==> src/rtl/ddco_pkg.sv <==
// Shared definitions for the arbitrated registered mux.
//   DEF_N / DEF_W   : default channel count and data width
//   arb_mode_e      : arbitration mode encoding (matches the rr_en pin)
//   onehot_to_idx   : index of the set bit in a one-hot vector (up to 32 bits)
package ddco_pkg;

  localparam int DEF_N = 4;
  localparam int DEF_W = 8;

  typedef enum logic {
    ARB_FIXED = 1'b0,
    ARB_RR    = 1'b1
  } arb_mode_e;

  // OR of set-bit positions; exact for one-hot, 0 for an all-zero vector.
  function automatic logic [31:0] onehot_to_idx(input logic [31:0] oh);
    logic [31:0] idx;
    idx = '0;
    for (int i = 0; i < 32; i++) begin
      if (oh[i]) idx = idx | 32'(i);
    end
    return idx;
  endfunction

endpackage

==> src/rtl/rr_arbiter.sv <==
// Combinational N-way arbiter.
//   req     : per-channel request
//   ptr     : round-robin start position
//   rr_en   : 1 = round-robin from ptr, 0 = lowest index wins
//   gnt     : one-hot grant (zero when no request)
//   gnt_idx : index of the granted channel
//   any     : at least one request present
module rr_arbiter
  import ddco_pkg::*;
#(
  parameter int N    = DEF_N,
  parameter int SELW = (N > 1) ? $clog2(N) : 1
) (
  input  logic [N-1:0]    req,
  input  logic [SELW-1:0] ptr,
  input  logic            rr_en,
  output logic [N-1:0]    gnt,
  output logic [SELW-1:0] gnt_idx,
  output logic            any
);

  logic            found;
  logic [SELW-1:0] k;
  int              kk;

  always_comb begin
    gnt   = '0;
    found = 1'b0;
    k     = '0;
    kk    = 0;
    if (arb_mode_e'(rr_en) == ARB_RR) begin
      // Walk ptr, ptr+1, ... wrapping at N; first requester wins.
      for (int off = 0; off < N; off++) begin
        kk = int'(ptr) + off;
        if (kk >= N) kk = kk - N;
        k = SELW'(kk);
        if (!found && req[k]) begin
          gnt[k] = 1'b1;
          found  = 1'b1;
        end
      end
    end else begin
      for (int i = 0; i < N; i++) begin
        if (!found && req[i]) begin
          gnt[i] = 1'b1;
          found  = 1'b1;
        end
      end
    end
  end

  assign any     = |req;
  assign gnt_idx = SELW'(onehot_to_idx(32'(gnt)));

endmodule

==> src/rtl/rr_mux_arb.sv <==
// N-channel W-bit registered mux with round-robin / fixed-priority arbitration.
//   clk, rst   : clock, synchronous active-high reset
//   rr_en      : 1 = round-robin, 0 = fixed priority (lowest index)
//   in_data    : packed channel data, channel k at [k*W +: W]
//   in_valid   : per-channel request
//   in_ready   : per-channel accept (one-hot or zero)
//   out_data   : registered winning data
//   out_sel    : registered winning channel index
//   out_valid  : output register holds a word
//   out_ready  : consumer takes out_data this cycle
module rr_mux_arb
  import ddco_pkg::*;
#(
  parameter int N    = DEF_N,
  parameter int W    = DEF_W,
  parameter int SELW = (N > 1) ? $clog2(N) : 1
) (
  input  logic            clk,
  input  logic            rst,
  input  logic            rr_en,
  input  logic [N*W-1:0]  in_data,
  input  logic [N-1:0]    in_valid,
  output logic [N-1:0]    in_ready,
  output logic [W-1:0]    out_data,
  output logic [SELW-1:0] out_sel,
  output logic            out_valid,
  input  logic            out_ready
);

  logic [W-1:0]    ch_data [N];
  logic [N-1:0]    gnt;
  logic [SELW-1:0] gnt_idx;
  logic            any;
  logic            load, xfer;

  logic [SELW-1:0] ptr_q, ptr_d;
  logic [W-1:0]    data_q, data_d;
  logic [SELW-1:0] sel_q, sel_d;
  logic            valid_q, valid_d;

  for (genvar c = 0; c < N; c++) begin : g_ch
    assign ch_data[c] = in_data[c*W +: W];
  end

  rr_arbiter #(.N(N), .SELW(SELW)) u_arb (
    .req     (in_valid),
    .ptr     (ptr_q),
    .rr_en   (rr_en),
    .gnt     (gnt),
    .gnt_idx (gnt_idx),
    .any     (any)
  );

  // Output stage can take a word when empty or being drained this cycle.
  assign load     = !valid_q || out_ready;
  assign xfer     = load && any && !rst;
  assign in_ready = xfer ? gnt : '0;

  always_comb begin
    valid_d = valid_q;
    data_d  = data_q;
    sel_d   = sel_q;
    ptr_d   = ptr_q;
    if (load) begin
      // Idle load cycle empties the register but keeps last data/sel.
      valid_d = any;
      if (any) begin
        data_d = ch_data[gnt_idx];
        sel_d  = gnt_idx;
      end
    end
    // Pointer only advances on round-robin transfers.
    if (xfer && rr_en) begin
      ptr_d = (gnt_idx == SELW'(N-1)) ? '0 : gnt_idx + SELW'(1);
    end
  end

  always_ff @(posedge clk) begin
    if (rst) begin
      valid_q <= 1'b0;
      data_q  <= '0;
      sel_q   <= '0;
      ptr_q   <= '0;
    end else begin
      valid_q <= valid_d;
      data_q  <= data_d;
      sel_q   <= sel_d;
      ptr_q   <= ptr_d;
    end
  end

  assign out_valid = valid_q;
  assign out_data  = data_q;
  assign out_sel   = sel_q;

endmodule

==> config.mk <==
export PLATFORM = sky130hd
export DESIGN_NAME = rr_mux_arb
export DESIGN_NICKNAME = d
export VERILOG_FILES = /design/src/rtl/ddco_pkg.sv /design/src/rtl/rr_arbiter.sv /design/src/rtl/rr_mux_arb.sv
export SDC_FILE = /design/constraint.sdc
export NUM_CORES = 1
export LEC_CHECK = 0
export BUFFER_PORTS_ARGS = -buffer_cell sky130_fd_sc_hd__buf_2
export CAP_MARGIN = 15
export CORE_ASPECT_RATIO = 1.1
export CORE_MARGIN = 2
export CORE_UTILIZATION = 43
export CTS_CLUSTER_DIAMETER = 100
export CTS_CLUSTER_SIZE = 25
export DETAILED_ROUTE_END_ITERATION = 6
export HOLD_SLACK_MARGIN = 0.05
export MAX_ROUTING_LAYER = met4
export PLACE_DENSITY = 0.75
export SYNTH_ARGS = -nofsm -noshare
export SYNTH_HDL_FRONTEND = slang
export SYNTH_HIERARCHICAL = 1
export SYNTH_SLANG_ARGS = --single-unit
==> constraint.sdc <==
create_clock -name clk -period 8.2 [get_ports clk]
set_clock_uncertainty 0.1 [all_clocks]
set_input_delay 0.82 -clock clk [delete_from_list [all_inputs] [get_ports clk]]
set_output_delay 0.82 -clock clk [all_outputs]
set_load 0.005 [all_outputs]
=== Word-level counts from Yosys, hierarchy flattened ===
Index checks and enable logic that the tools add are counted.
Widths: inputs -> output; s select.

* Bits in registers: 13

* Equality and inequality tests: 1
* Reduce and logical (&&, ||, !) cells: 24
* Muxes and demuxes: 55
* Order comparisons: 13
* Bitwise logic cells: 4
* Add/subtract/negate cells: 8

{| class="wikitable"
|+ Operator list
! cell !! count
|-
| $mux 4 || 9
|-
| $mux 1 || 24
|-
| $mux 2 || 11
|-
| $bmux 8 s2 || 1
|-
| $mux 8 || 2
|-
| $logic_and 1x1->1 || 13
|-
| $ge 3x3->1 const B || 4
|-
| $lt 2x3->1 const B || 4
|-
| $or 4x4->4 || 3
|-
| $bmux 1 s2 || 4
|-
| $demux 1 s2 || 4
|-
| $ge 2x1->1 const B || 4
|-
| $logic_not 1->1 || 8
|-
| $sub 2x1->2 const B || 4
|-
| $add 2x2->3 const B || 2
|-
| $reduce_or 4->1 || 1
|-
| $add 2x1->3 const B || 1
|-
| $ge 2x3->1 const B || 1
|-
| $not 2->3 || 1
|-
| $add 2x1->2 const B || 1
|-
| $eq 2x2->1 const B || 1
|-
| $reduce_and 2->1 || 1
|-
| $logic_or 1x1->1 || 1
|}

=== Longest topological paths before layout ===
* Depth in word-level cells: 26
* Mapped depth: 12
* Mapped depth without buffers: 11

=== Cells and area by module ===
Netlist, hierarchy kept.

{| class="wikitable"
|+ Modules (own cells, without submodules)
! module !! area an instance (µm²) !! instances !! sequential area each (µm²) !! cells each
|-
| rr_mux_arb || 738.2 || 1 || 260.2 || 76
|-
| rr_arbiter || 420.4 || 1 || 0.0 || 44
|}

=== Worst setup path after synthesis ===
No wires, ideal clock.

* Path kind: in2out
* Start: input in_valid[2]
* End: output in_ready[3]
* Buffers on the path: 0
* Path slack: 4.984 ns
* Arrival: 2.296 ns
* Required time: 7.280 ns
* Cell stages on the path: 6
* Path through: mux4_2 -> nor2b_4 -> a221o_1 -> o32ai_2 -> inv_1 -> and2_1

* Longest elaborated chain between the ends: 17
* Elaborated cells between the ends (all ways): 41
* Those cells by class: mux (26); bitwise (3); reduce/logical (12)

{| class="wikitable"
|+ RTL lines
! item !! line !! text
|-
| from (decl) || rr_mux_arb.sv:22 || <nowiki>input logic [N-1:0] in_valid,</nowiki>
|-
| $bmux 1 s2 || rr_arbiter.sv:37 || <nowiki>if (!found && req[k]) begin</nowiki>
|-
| $mux 1 (implied by the code) || rr_arbiter.sv:37 ||
|-
| $mux 1 || rr_arbiter.sv:37 ||
|-
| $mux 1 || rr_arbiter.sv:31 || <nowiki>if (arb_mode_e'(rr_en) == ARB_RR) begin</nowiki>
|-
| $logic_not 1->1 || rr_arbiter.sv:37 ||
|-
| $logic_and 1x1->1 || rr_arbiter.sv:37 ||
|-
| $mux 1 || rr_arbiter.sv:37 ||
|-
| $mux 1 || rr_arbiter.sv:31 ||
|-
| [2 not listed] || - ||
|-
| $mux 1 || rr_arbiter.sv:37 ||
|-
| $mux 1 || rr_arbiter.sv:31 ||
|-
| $logic_not 1->1 || rr_arbiter.sv:37 ||
|-
| $logic_and 1x1->1 || rr_arbiter.sv:37 ||
|-
| $mux 4 || rr_arbiter.sv:37 ||
|-
| $mux 4 (*) || rr_arbiter.sv:31 ||
|-
| via gnt[3] || rr_mux_arb.sv:31 || <nowiki>logic [N-1:0] gnt;</nowiki>
|-
| $mux 4 (*) || rr_mux_arb.sv:57 || <nowiki>assign in_ready = xfer ? gnt : '0;</nowiki>
|-
| to (decl) || rr_mux_arb.sv:23 || <nowiki>output logic [N-1:0] in_ready,</nowiki>
|}

Mark *: on every way through the listed nets, which the timed path passes. The rest lies on a longest branch. The select of a mux whose other input is x is not followed.

=== Final worst setup path ===
* Start: register ptr_q[0]
* End: output in_ready[3]

* Longest elaborated chain between the ends: 20
* Elaborated cells between the ends (all ways): 71
* Those cells by class: add/sub (7); order compare (12); mux (39); bitwise (3); reduce/logical (10)

{| class="wikitable"
|+ RTL lines
! item !! line !! text
|-
| from (decl) || rr_mux_arb.sv:36 || <nowiki>logic [SELW-1:0] ptr_q, ptr_d;</nowiki>
|-
| from (signal assigned) || rr_mux_arb.sv:88 || <nowiki>ptr_q <= ptr_d;</nowiki>
|-
| branches (longest 17 deep; another with $add 2x1->3) || - ||
|-
| $mux 4 (*) || rr_arbiter.sv:37 ||
|-
| $mux 4 (*) || rr_arbiter.sv:31 ||
|-
| via gnt[3] || rr_mux_arb.sv:31 ||
|-
| $mux 4 (*) || rr_mux_arb.sv:57 ||
|}

Mark *: on every way through the listed nets, which the timed path passes. The select of a mux whose other input is x is not followed.

==> results.yml <==
outcome:
  status: "completed"
critical_path:
  worstPathRequired_ns: 7.28
  r2r_start: "ptr_q[0]"
  crit_start: "ptr_q[0]"
  crit_path_top_delay_cell: "dfxtp_1"
  cp.arrival_ns: 2.83
  crit_top_cell: "inv_1"
  worstPathMaxFanout: 9
  path_delay_family: "compound AO/OA/AOI/OAI gates"
  crit_buf_inv: 3
  critPathKind: "register to output pin"
  slowest_delay_ns: 0.56
  crit_path_start_kind: "register"
  path_cells: "inv_1 > ha_1 > mux4_2 > nor2b_4 > a221o_1 > o32ai_2 > inv_1 > and2_1 > buf_2"
  endpoint_kind: "output pin"
global_route:
  grt_pass1_wl_um: 4690
  antenna_found_initial: 0
  grt_pass1_vias: 1124
  grt_max_degree: 15
  grt.total_usage_pct: 20.6
  gr-total-overflow: 0
layout:
  mostFrequentLayoutCells: "buf_2, a21oi_1, dfxtp_1"
  finalNonFillerCells: 201
  final_cell_area_sq_mm: 0.00145
  fin_util_pct: 57.3
  nets: 218
  layout_commonest_cell: "buf_2"
  final_layout_size_suffix_gt1_share_pct: 43.5
  regArea_sq_um: 260
  fillers: 247
  num_antenna_cells: 0
  multi_input_area_sq_um: 823
  area_growth_pct: 24.7
sta:
  max_slew_margin_pct: 68.2
  rsz0062_at_grt: "no"
  final_max_slew_viol_count: 0
  setup_viol: 0
  worst_pin_slew_ns: 0.471
  post-route-min-period_ns: 3.75
  fin_crit_sh_pct: 45.8
  setup-tns-final_ns: 0
  max_freq_mhz: 267
  hold_viol_final: 0
synth:
  synth_area_per_cell_sq_um: 9.66
  synth-edff-count: 0
  syn_area_sq_mm: 0.00116
  synth_largest_area_cell: "dfxtp_1"
  synth_top_area_share_pct: 22.5
  synth_area_leaders: "dfxtp_1, mux4_2, ha_1"
  ys_seq_area_share_pct: 22.5
  ys_types: 34
  yosys_warnings: 6
  ys_seq_elements: 13
  synth_fp_nets: 167
  ys_async_sr_fraction_pct: 0
  synthCells: 120
  synth_ff_type: "dfxtp_1"
place:
  dp_hpwl_um: 2280
  port_buffers: 54
  dpl_cell_area_sq_mm: 0.00142
  dp_cells: 197
  gp_congestion: 0.923
power:
  finalPower_w: 0.000200
  p_leak_nw: 0.688
  powerDensity_mw_per_mm2: 138
  peakVddDrop_mv: 0.0965
floorplanning:
  num_rows: 19
  io_pins: 55
  start_util_pct: 46.0
  core_sq_mm: 0.00252
  dieArea_sq_mm: 0.00313
  fp.dieH_um: 58.4
  die_w_um: 53.5
detailed_routing:
  first_iter_violations: 20
  dr.pass1.iters: 4
  detail_route.wirelength_um: 2830
  antenna_left: 0
  vias: 1169
  drc: 0
  wire_per_inst_um: 14.1
  vias_per_cell: 5.82
clock_tree:
  htree_levels: 1
  cts_hold_buf: 0
  clock_sinks: 13
  root_buffer: "clkbuf_4"
  clkTransAtPathRegs_ns: 0.07
  cts_setup_buffers: 0
  cts_tree: "built"
  clock_latency_ns: 0.28
  cts_buffer_depth: 2
  cts_resized: 0
  cts_buffers: 3
run:
  cap_violations: 0
min_path:
  hold_path.startpoint: "out_data[6]"
  worstHoldPathType: "register to register"
-- routing by layer --
| metal | track usage, % | share of wire, % |
|---|---|---|
| met5 | - | 0 |
| met4 | 10.6 | 1.8 |
| met3 | 1.52 | 6.0 |
| met2 | 34.4 | 51 |
| met1 | 24.7 | 41 |
-- tightest hold or removal path, delay by kind of cell (launching register included) --
family          cells  cell delay, ns
compound gates      2            0.12
flops               1            0.31
-- cell families (layout without fill, tap and decap cells) --
logic type	after synthesis	in the layout	share of synthesized area [%]
adders and majority gates	7	7	7.56
muxes	13	13	24.5
and+or+nand+nor	38	38	20.6
AOI/OAI and AO/OA	34	34	18.4
DFF	13	13	22.5
buffers and inverters	15	65	6.48
-- synth_stat cells (2+ instances only) --
cell type / count
a21oi_1: 15
a221o_1: 2
and2_1: 7
and3_1: 3
buf_2: 2
buf_6: 2
clkbuf_1: 3
dfxtp_1: 13
ha_1: 7
inv_1: 7
mux4_2: 11
nand2_1: 3
nand3_1: 10
nand4_1: 2
nor2_1: 3
o21ai_0: 11
o31ai_1: 2
-- layout make-up --
type	instances	area share, %
inverter	7	1.82
tap	31	2.68
sequential	13	18.0
multi-input combinational	92	57.0
clock buffer	4	1.82
timing repair buffer	54	18.7
-- worst paths after layout --
check,end,slack (ns),depth (start not counted)
hold / removal,out_data[6],0.38,2
setup reg to reg,ptr_q[0],4.76,11
hold reg to reg,out_data[6],0.38,2
setup / recovery,in_ready[3],4.45,9
-- power breakdown --
| group | internal [W] | switching, W | leakage, nW |
|---|---|---|---|
| logic | 0.0000460 | 0.0000390 | 0.565 |
| clock network | 0.0000189 | 0.0000207 | 0.0150 |
| registers | 0.0000703 | 0.00000522 | 0.108 |
| total | 0.000135 | 0.0000649 | 0.688 |
-- registers in the layout, summed over array words and instances (netlist names) --
| register | cells |
|---|---|
| out_data | 8 |
| out_sel | 2 |
| out_valid | 1 |
| ptr_q | 2 |
-- per-stage QoR --
stage	setup slack [ns]	hold slack [ns]
finish	4.45	0.378
global placement	4.69	0.362
floorplan	4.98	0.364
detailed placement	4.66	0.367
CTS	4.41	0.381
global route	4.27	0.410
(Power assumes the default switching activity.)
